$ cat src/rtl/regfile_scoreboard.sv
// 8x8 register file with per-register in-flight write counters for RAW stall generation.
// Optional same-cycle commit bypass on both read ports: define REGFILE_BYPASS_EN.
module regfile_scoreboard #(
  parameter int DATA_W  = 8,
  parameter int ADDR_W  = 3,
  parameter int CNT_W   = 2,
  parameter int R0_ZERO = 1
) (
  input  logic              clk,
  input  logic              reset,
  input  logic              RegWrite_final,
  input  logic [ADDR_W-1:0] rd_final,
  input  logic [DATA_W-1:0] write_data_WB,
  input  logic [ADDR_W-1:0] rs1_addr,
  input  logic [ADDR_W-1:0] rs2_addr,
  input  logic              rs1_used,
  input  logic              rs2_used,
  output logic [DATA_W-1:0] rs1_data,
  output logic [DATA_W-1:0] rs2_data,
  input  logic              issue_valid,
  input  logic              issue_regwrite,
  input  logic [ADDR_W-1:0] issue_rd,
  input  logic              kill_valid,
  input  logic [ADDR_W-1:0] kill_rd,
  output logic              stall,
  output logic              sb_err
);

  localparam int NREGS = 2**ADDR_W;

  logic [DATA_W-1:0]       r_regs [NREGS];
  logic [CNT_W-1:0]        r_cnt  [NREGS];
  logic                    r_sb_err;

  logic                    w_wr_en;
  logic                    w_issue_en;
  logic [DATA_W-1:0]       w_rs1_data;
  logic [DATA_W-1:0]       w_rs2_data;
  logic                    w_haz1;
  logic                    w_haz2;
  logic                    w_inc   [NREGS];
  logic                    w_dec_c [NREGS];
  logic                    w_dec_k [NREGS];
  logic signed [CNT_W+1:0] w_sum   [NREGS];
  logic [CNT_W-1:0]        w_cnt_nxt [NREGS];
  logic                    w_err_any;

  assign w_wr_en    = RegWrite_final && !(R0_ZERO != 0 && rd_final == '0);
  assign w_issue_en = issue_valid && !stall && issue_regwrite;

  always_comb begin
    w_rs1_data = r_regs[rs1_addr];
    w_rs2_data = r_regs[rs2_addr];
    w_haz1     = rs1_used && (r_cnt[rs1_addr] != '0);
    w_haz2     = rs2_used && (r_cnt[rs2_addr] != '0);
`ifdef REGFILE_BYPASS_EN
    // The committing value is the last one outstanding, so forward it and drop the hazard.
    if (w_wr_en && rd_final == rs1_addr) begin
      w_rs1_data = write_data_WB;
      if (r_cnt[rs1_addr] == CNT_W'(1)) w_haz1 = 1'b0;
    end
    if (w_wr_en && rd_final == rs2_addr) begin
      w_rs2_data = write_data_WB;
      if (r_cnt[rs2_addr] == CNT_W'(1)) w_haz2 = 1'b0;
    end
`endif
    if (R0_ZERO != 0 && rs1_addr == '0) begin
      w_rs1_data = '0;
      w_haz1     = 1'b0;
    end
    if (R0_ZERO != 0 && rs2_addr == '0) begin
      w_rs2_data = '0;
      w_haz2     = 1'b0;
    end
  end

  // Net increment and decrements in a 2-bit-wider signed sum so both
  // overflow (sum above max) and underflow (sum negative) are detectable.
  always_comb begin
    w_err_any = 1'b0;
    for (int i = 0; i < NREGS; i++) begin
      w_inc[i]     = w_issue_en && (issue_rd == ADDR_W'(i));
      w_dec_c[i]   = RegWrite_final && (rd_final == ADDR_W'(i));
      w_dec_k[i]   = kill_valid && (kill_rd == ADDR_W'(i));
      w_sum[i]     = $signed({2'b00, r_cnt[i]})
                   + $signed({{(CNT_W+1){1'b0}}, w_inc[i]})
                   - $signed({{(CNT_W+1){1'b0}}, w_dec_c[i]})
                   - $signed({{(CNT_W+1){1'b0}}, w_dec_k[i]});
      w_cnt_nxt[i] = w_sum[i][CNT_W-1:0];
      if (R0_ZERO != 0 && i == 0) begin
        w_cnt_nxt[i] = '0;
      end else if (w_sum[i][CNT_W+1]) begin
        w_cnt_nxt[i] = '0;
        w_err_any    = 1'b1;
      end else if (w_sum[i][CNT_W]) begin
        w_cnt_nxt[i] = '1;
        w_err_any    = 1'b1;
      end
    end
  end

  always_ff @(posedge clk) begin
    if (reset) begin
      for (int i = 0; i < NREGS; i++) begin
        r_regs[i] <= '0;
        r_cnt[i]  <= '0;
      end
      r_sb_err <= 1'b0;
    end else begin
      if (w_wr_en) r_regs[rd_final] <= write_data_WB;
      for (int i = 0; i < NREGS; i++) begin
        r_cnt[i] <= w_cnt_nxt[i];
      end
      if (w_err_any) r_sb_err <= 1'b1;
    end
  end

  assign rs1_data = w_rs1_data;
  assign rs2_data = w_rs2_data;
  assign stall    = w_haz1 || w_haz2;
  assign sb_err   = r_sb_err;

endmodule

$ cat config.mk
export PLATFORM = sky130hd
export DESIGN_NAME = regfile_scoreboard
export DESIGN_NICKNAME = d
export VERILOG_FILES = /design/src/rtl/regfile_scoreboard.sv
export SDC_FILE = /design/constraint.sdc
export NUM_CORES = 1
export LEC_CHECK = 0
export CORE_MARGIN = 2
export CORE_UTILIZATION = 60
export CTS_CLUSTER_DIAMETER = 100
export DETAILED_ROUTE_END_ITERATION = 8
export GPL_ROUTABILITY_DRIVEN = 0
export HOLD_SLACK_MARGIN = 0.1
export MAX_ROUTING_LAYER = met4
export PLACE_DENSITY = 0.91
export SKIP_LAST_GASP = 1
export SLEW_MARGIN = 10
export SYNTH_ARGS = -nofsm -noshare
export SYNTH_HDL_FRONTEND = slang
export SYNTH_SLANG_ARGS = --single-unit
$ cat constraint.sdc
create_clock -name clk -period 8.59 [get_ports clk]
set_clock_uncertainty 0.2 [all_clocks]
set_input_delay 1.2885 -clock clk [delete_from_list [all_inputs] [get_ports clk]]
set_output_delay 1.2885 -clock clk [all_outputs]
set_load 0.02 [all_outputs]
======== After elaboration in Yosys (flattened, before gate mapping) ========
Memories as Yosys holds them, arrays and structs flattened.
Index checks and enable logic that the tools add are counted.
storage, ports and cells
  bits in registers ....................... 1
  bits in latches ......................... 0
  RAM bits ................................ 80
  memory bits (read-only) ................. 0
  input port bits ......................... 31
  output and inout bits ................... 18
  logic and storage cells ................. 137
  memories ................................ 2
memory list
  name    depth  bits a word  rd ports  clocked after Yosys merged registers in  write ports  line  RTL
  r_regs  8      8            2         0                                        8            31    logic [DATA_W-1:0] r_regs [NREGS];
  r_cnt   8      2            9         0                                        8            32    logic [CNT_W-1:0] r_cnt [NREGS];
operators by class
  add/subtract/negate cells ............... 21
  multipliers ............................. 0
  divide/modulo/power cells ............... 0
  $lt $le $gt $ge ......................... 0
  eq/ne operators ......................... 21
  shift operators ......................... 0
  mux-type cells .......................... 49
  bitwise gates (word level) .............. 8
  reduce and logical (&&, ||, !) cells .... 35
operator list
  cell                count
  $mux 2              22
  $eq 3x3->1 const B  12
  $sub 3x1->4         7
  $sub 4x2->4         7
  $logic_and 1x1->1   26
  $mux 8              3
  $mux 1              23
  $add 2x1->3         7
  $eq 3x2->1 const B  6
  $eq 3x1->1 const B  3
  $logic_not 3->1     3
  $or 1x1->1          8
  $reduce_or 8->1     1
  $reduce_bool 2->1   2
  $mux 3              1
  $logic_not 1->1     2
  $logic_or 1x1->1    1

======== Depth between registers and ports, before layout ========
An unclocked memory read counts as a cell.
  word-level depth ........................ 26
  mapped depth ............................ 17
  gate-level depth less buffers ........... 15

======== Worst setup path before layout ========
OpenSTA, ideal clock, no wires.
  kind .................................... in2reg
  start ................................... in rs1_addr[1]
  end ..................................... reg r_sb_err (netlist: sb_err)
  library setup time ...................... 0.133 ns
  arrival time ............................ 4.019 ns
  data required time ...................... 8.257 ns
  slack ................................... 4.237 ns
  stages .................................. 16
  path buffers ............................ 2
  cell sequence ........................... nor2b_1 > clkbuf_2 > o21ai_1 > o311ai_1 > a32o_1 > buf_6 > or4b_4 > fa_1 > ha_1 > inv_1 > ha_1 > inv_1 > ha_1 > nand4_1 > nor3_1 > a31oi_1
between the ends
  longest elaborated chain between the ends .. 26
  elaborated cells on any way between the ends .. 51
  classes of those cells .................. 21 x add/sub; 15 x mux; 14 x reduce/logical; 1 x memory
ends and longest elaborated chain
  element                            line  RTL
  start, declared                    14    input logic [ADDR_W-1:0] rs1_addr,
  $mem_v2 8x2                        n/a
  $reduce_bool 2->1                  54    w_haz1 = rs1_used && (r_cnt[rs1_addr] != '0);
  $logic_and 1x1->1                  54
  $mux 1 *                           67    if (R0_ZERO != 0 && rs1_addr == '0) begin
  $logic_or 1x1->1 *                 120   assign stall = w_haz1 || w_haz2;
  net stall                          25    output logic stall,
  $logic_not 1->1 *                  49    assign w_issue_en = issue_valid && !stall && issue_regwrite;
  $logic_and 1x1->1 * (2 in series)  49
  [... 10 more ...]                  n/a
  $mux 1                             95    end else if (w_sum[i][CNT_W]) begin
  $mux 1                             92    end else if (w_sum[i][CNT_W+1]) begin
  $mux 1                             95
  $mux 1                             92
  $mux 1                             95
  $mux 1                             92
  $mux 1                             95
  $mux 1 *                           92
  end signal, assigned               108   r_sb_err <= 1'b0;
  end signal, assigned               114   if (w_err_any) r_sb_err <= 1'b1;
  end, declared                      33    logic r_sb_err;
Mark *: on every way through the listed nets, which the timed path passes. The rest lies on a longest branch.
A chain may end at the register's enable or synchronous reset.

======== Worst setup path in the final report ========
  start ................................... in rs1_addr[1]
  end ..................................... out stall
between the ends
  longest elaborated chain between the ends .. 5
  elaborated cells on any way between the ends .. 6
  classes of those cells .................. 1 x mux; 4 x reduce/logical; 1 x memory
ends and longest elaborated chain
  element             line
  $mem_v2 8x2         n/a
  $reduce_bool 2->1   54
  $logic_and 1x1->1   54
  $mux 1 *            67
  $logic_or 1x1->1 *  120
  end, declared       25
Every way passes the cells marked *; elsewhere a longest branch is shown, timed or not.

==> results by stage <==
Worst setup path:
- The nature of the critical path endpoint is an output pin.
- Data arrives at the worst endpoint at 4.49 ns.
- The worst setup path is launched from a primary input.
- The start-to-end type of the worst setup path is primary input to output pin.
- Of all nets on the critical path, the largest fanout is 20.
- At the worst endpoint, the required time is 7.10 ns.

Route:
- The final antenna-violating net count is 0.
- The vias after detailed routing is 3413.
- The count of unresolved DRC violations after routing is 0.
- The first routing iteration left 390 violations.
- After detailed routing, the number of vias per cell comes to 6.194.
- The number of iterations in the first detailed-routing pass is 5.
- The wire length per cell after detailed routing is 19.46 um.
- For this block, the routed nets add up to 10.72 mm of wire.

Floorplan:
- The starting utilization of the core area is 0.6195.
- The die covers 0.008197 mm2.
- The floorplan die width is 90.54 um.
- The number of core rows is 31.
- 49 I/O pins were placed.
- The placeable core region is 0.007253 mm2.
- The die extent in y is 90.54 um.

Synthesis:
- The leading register cell type out of synthesis is edfxtp_1.
- The share of synthesized area in the top cell type comes to 0.3743.
- For this run, the register share of the synthesized area comes to 0.4411.
- Of all flip-flops after synthesis, the portion carrying an async set or reset was 0.
- The net count after synthesis is 472.
- The synthesized design spends more area on one cell type than any other, namely edfxtp_1.
- The mean cell area of the mapped netlist is 11.07 um2.
- The mapped netlist covers 0.004493 mm2.
- The synthesized netlist contains 42 unique library cells.
- The number of synthesized register bits is 71.
- The post-synthesis cell count is 406.
- The number of warnings reported in the yosys synthesis log is 0.
- By area the synthesized netlist is led by edfxtp_1 (37%), mux4_2 (9.0%), and2_1 (7.8%).
- The number of enable flip-flop cells after synthesis is 56.

CTS:
- The deepest level of the CTS H-tree is 3.
- The clock latency on the worst-skew pair is 0.33 ns.
- The clock slew at the register clock pins of the worst setup and hold paths is 0.08 ns.
- The buffer count from post-CTS setup fixing is 0.
- The root buffer cell chosen for the clock tree is clkbuf_8.
- The count of cells resized by post-cts repair is 0.
- The number of hold-repair buffers added at the cts stage is 0.
- The number of CTS-inserted buffers is 9.
- In this run the deepest clock path goes through 2 buffers.
- The number of sinks driven by the clock tree is 71.
- TritonCTS built the clock tree.

STA:
- The fmax is 167.4 MHz.
- Setup repair after global routing left no endpoint under its margin.
- The number of failing hold endpoints at the final stage is 0.
- The final sum of negative setup slack is 0 ns.
- The actual transition at the worst max-transition pin is 1.133 ns.
- The worst slew slack as a fraction of its limit is 0.2421.
- The final number of setup-violating endpoints is 0.
- The final clock period utilization by the worst path is 0.6956.
- The worst-case hold slack is 0.3968 ns.
- The number of pins with negative max-slew slack in the final report is 0.
- The clock period minus final worst setup slack is 5.975 ns.

Layout:
- Of the cells placed in the final design, the portion with a size suffix greater than 1 is 0.09735.
- The top cell types in the final layout, fill and taps aside, are and2_1 (56), edfxtp_1 (56), clkdlybuf4s50_1 (48).
- At the end of the flow, the number of nets in the layout was 513.
- The finished layout holds 551 standard cells, fillers aside.
- The repair_antennas step left the layout with diodes totalling 0.
- The area growth from synthesis to layout is 15.82%.

Global routing:
- Entering global routing, the biggest net connects 27 pins.
- The global router's overall resource usage is 0.2762.
- The aggregate global routing overflow is 0.
- The number of global-route vias before repair was 3338.
- The initial antenna violation count was 0.
- The first-pass GRT wire length is 17.13 mm.

Pwr:
- IR analysis of the VDD net gives a maximum drop of 0.00009716 V.
- The static leakage is 2.051 nW.
- The power density over the cells is 170.9 mW/mm2.

Placement:
- The number of port buffers is 48.
- The number of cells in the design after placement is 535.
- The HPWL after detailed placement is 8.072 mm.

Flow run:
- The tool flagged a number of max-cap violations equal to 0.

Hold path:
- The min-delay analysis places its worst path in the category flop to flop.

Status:
- The run finished with clean final reports.
[flip-flops by register name, summed over array words and instances (netlist names)]
| register | flops |
|---|---|
| r_regs | 56 |
| r_cnt | 14 |
| sb_err | 1 |
[layer usage]
metal	up-vias	share of wire	global-route usage
li1	1534	-	-
met2	209	0.48	0.4353
met1	1625	0.41	0.3727
met4	0	0.026	0.09103
met5	-	0	-
met3	45	0.091	0.04090
[metrics by stage]
stage | utilization | setup slack [ns] | power, mW | area, um2
after floorplan | - | 4.237 | 0.5311 | 4493
after CTS | 0.7174 | 2.658 | 0.8857 | 5204
after detailed placement | 0.6869 | 2.653 | 0.6005 | 4982
after global placement | 0.6869 | 2.783 | 0.5873 | 4982
final | 0.7174 | 2.615 | 0.8894 | 5204
after global routing | 0.7174 | 2.530 | 0.9182 | 5204
[power breakdown]
group | switching (mW) | internal (mW) | total, mW
clock network | 0.129 | 0.164 | 0.292
registers | 0.0168 | 0.398 | 0.415
logic | 0.0974 | 0.0848 | 0.182
total | 0.243 | 0.647 | 0.889
[worst max-delay path, cell delays in order]
cell and delay [ns]:
clkdlybuf4s50_1 1.17, nor2b_1 0.66, o21ai_1 0.15, o311ai_1 0.13
a32o_1 0.42, clkdlybuf4s50_1 0.67
[cell type report]
cell class / count / area, um2
inverters: 45 / 171.4
clock inverters: 7 / 97.59
well taps: 99 / 123.9
clock buffers: 9 / 123.9
repair buffers: 48 / 480.5
fillers: 474 / 2049
multi-input cells: 272 / 2225
flip-flops and latches: 71 / 1982
[synth_stat cells, drive strengths merged (2+ instances only)]
library cell / number
a211oi: 14
a21oi: 8
a22oi: 8
a31oi: 4
and2: 56
buf: 10
clkbuf: 8
dfxtp: 15
edfxtp: 56
fa: 7
ha: 28
inv: 45
mux2: 8
mux2i: 8
mux4: 18
nand2: 26
nand2b: 9
nand3: 7
nand4: 4
nor2: 18
nor2b: 8
nor3: 11
nor4: 2
o21ai: 18
or2: 3
[cells by family after synthesis]
logic type               share of synthesized area
AND/OR/NAND/NOR                             0.1824
flip-flops                                  0.4411
AO/OA/AOI/OAI                              0.07547
adder cells (fa/ha/maj)                     0.1092
multiplexers                                0.1281
buffers and inverters                      0.06377
[path summary, 6_finish.rpt]
check             slack, ns   startpoint  depth (start not counted)     end
hold reg to reg        0.40       sb_err                          2  sb_err
setup reg to reg       4.79  r_cnt[5][1]                         14  sb_err
setup / recovery       2.62  rs1_addr[1]                          6   stall
hold / removal         0.40       sb_err                          2  sb_err
No activity file was read; power rests on OpenSTA's default activity.
==> edit, RTL diff (same flow settings) <==
The parameter `ADDR_W` goes from 3 to 2.
--- a/src/rtl/regfile_scoreboard.sv
+++ b/src/rtl/regfile_scoreboard.sv
@@ -2,7 +2,7 @@
 // Optional same-cycle commit bypass on both read ports: define REGFILE_BYPASS_EN.
 module regfile_scoreboard #(
   parameter int DATA_W  = 8,
-  parameter int ADDR_W  = 3,
+  parameter int ADDR_W  = 2,
   parameter int CNT_W   = 2,
   parameter int R0_ZERO = 1
 ) (
Interface: changed (5 resized); port bits go from 49 to 44. No check against the original RTL was run, so the function may have changed too.
==> edit against the unedited design <==
  * Combinational power shrank 42%
  * Synthesized cell count shrank 55%
  * Maximum frequency grew 13%
  * Worst setup slack gained 0.69 ns
  * Final area shrank 53%
  * Power shrank 58%
  * Sequential cell count shrank 40
  * Synthesized area shrank 57%
  * Sequential power shrank 55%
  * Wire length shrank 56%
  * Critical path type unchanged
  * Largest cell class unchanged
==> edit: results (changes against the unedited design) <==
Run status:
- Status: completed (unchanged).

Synthesis:
- Leading post-synthesis cells by instance count: edfxtp_1, inv_1, o21ai_0 (was and2_1, edfxtp_1, inv_1).
- The number of nets in the synthesized netlist came to 225 (was 472).
- Leading post-synthesis cells by cell area: edfxtp_1, mux2i_1, ha_1 (was edfxtp_1, mux4_2, and2_1).
- The post-synthesis sequential area ratio was 0.441 (about the same).
- The cell count after synthesis is 184 (was 406).
- The number of distinct library cells after synthesis is 29 (was 42).

Clocking:
- The root cell of the clock tree was clkbuf_4 (was clkbuf_8).
- The maximum level of the CTS H-tree is 2 (was 3).

GRT:
- The all-layer global routing usage came to 0.293 (was 0.276).
- The pin count of the biggest net entering global routing is 14 (was 27).
- The via count of the first global-routing pass was 1569 (was 3338).

Critical path:
- The number of cell instances on the worst register-to-register path came to 13 (was 14).
- The worst reg-to-reg setup slack is 5.36 ns (was 4.79 ns).
- The critical path arrival is 3.80 ns (was 4.49 ns).
- The maximum cell stage delay along the critical path is 0.88 ns (was 1.17 ns).

Drt:
- The detail-routed net length per standard cell is 17.1 µm (was 19.5 µm).
- The number of vias per cell after detailed routing is 5.77 (was 6.19).
- The length of the first detailed-routing pass in iterations is 4 (was 5).

Placement:
- The count of buffers inserted at the top-level ports came to 43 (was 48).

Finish:
- The number of flip-flops under the largest register name is 24 (was 56).
- The post-route non-filler standard cell count is 273 (was 551).

Timing:
- The normalized max-slew margin came to 0.472 (was 0.242).
- The worst hold-check slack is 0.427 ns (was 0.397 ns).

Power:
- The worst IR drop on VDD came to 0.0000930 V (was 0.0000972 V).
- The leakage power summed over all cells was 0.997 nW (was 2.05 nW).

Hold path:
- The number of instances on the worst hold path is 3 (was 2).
-- edit: worst max path at each step --
stage	startpoint	endpoint	slack, ns	cells after the start
final	rs2_addr[1]	stall	3.30	5
after global routing	rs2_addr[1]	stall	3.19	5
after CTS	rs2_addr[1]	stall	3.33	5
after detailed placement	rs2_addr[1]	stall	3.33	5
after global placement	rs1_addr[1]	stall	3.47	5
after floorplan	rs1_addr[1]	sb_err	4.84	14
-- edit: per-layer routing --
| metal | share of wire | wire [µm] | vias to the layer above | GRT usage |
|---|---|---|---|---|
| met5 | 0 | 0 | - | - |
| met4 | 0.022 | 101 | 0 | 0.134 |
| met3 | 0.063 | 295 | 12 | 0.0798 |
| met2 | 0.53 | 2480 | 72 | 0.511 |
| met1 | 0.38 | 1790 | 749 | 0.306 |
| li1 | - | - | 741 | - |
-- edit: cells by family after synthesis --
logic type / count (synthesis) / share of synthesized area
and+or+nand+nor: 69 / 0.225
DFF: 31 / 0.441
buffers and inverters: 27 / 0.0596
AOI/OAI and AO/OA: 26 / 0.0846
muxes: 16 / 0.0820
adders and majority gates: 15 / 0.108
-- edit: final cells by class --
type,count,area (µm²)
sequential,31,861
fill,210,628
tap,44,55.1
multi-input combinational,126,975
inverter,22,82.6
clock buffer,5,37.5
clock inverter,2,8.76
timing repair buffer,43,430
-- edit: power by group through the flow --
stage | registers (mW) | clock network, mW | logic, mW
finish | 0.186 | 0.0795 | 0.105
global route | 0.188 | 0.0862 | 0.115
CTS | 0.186 | 0.0802 | 0.105
detailed placement | 0.189 | 0 | 0.105
global placement | 0.188 | 0 | 0.0967
floorplan | 0.187 | 0 | 0.0587
-- edit: worst min-delay path, cell delays in order (launching register included) --
cell and delay, ns:
dfxtp_1 0.35, nand4b_1 0.13, nor3_1 0.05, nor2_1 0.07
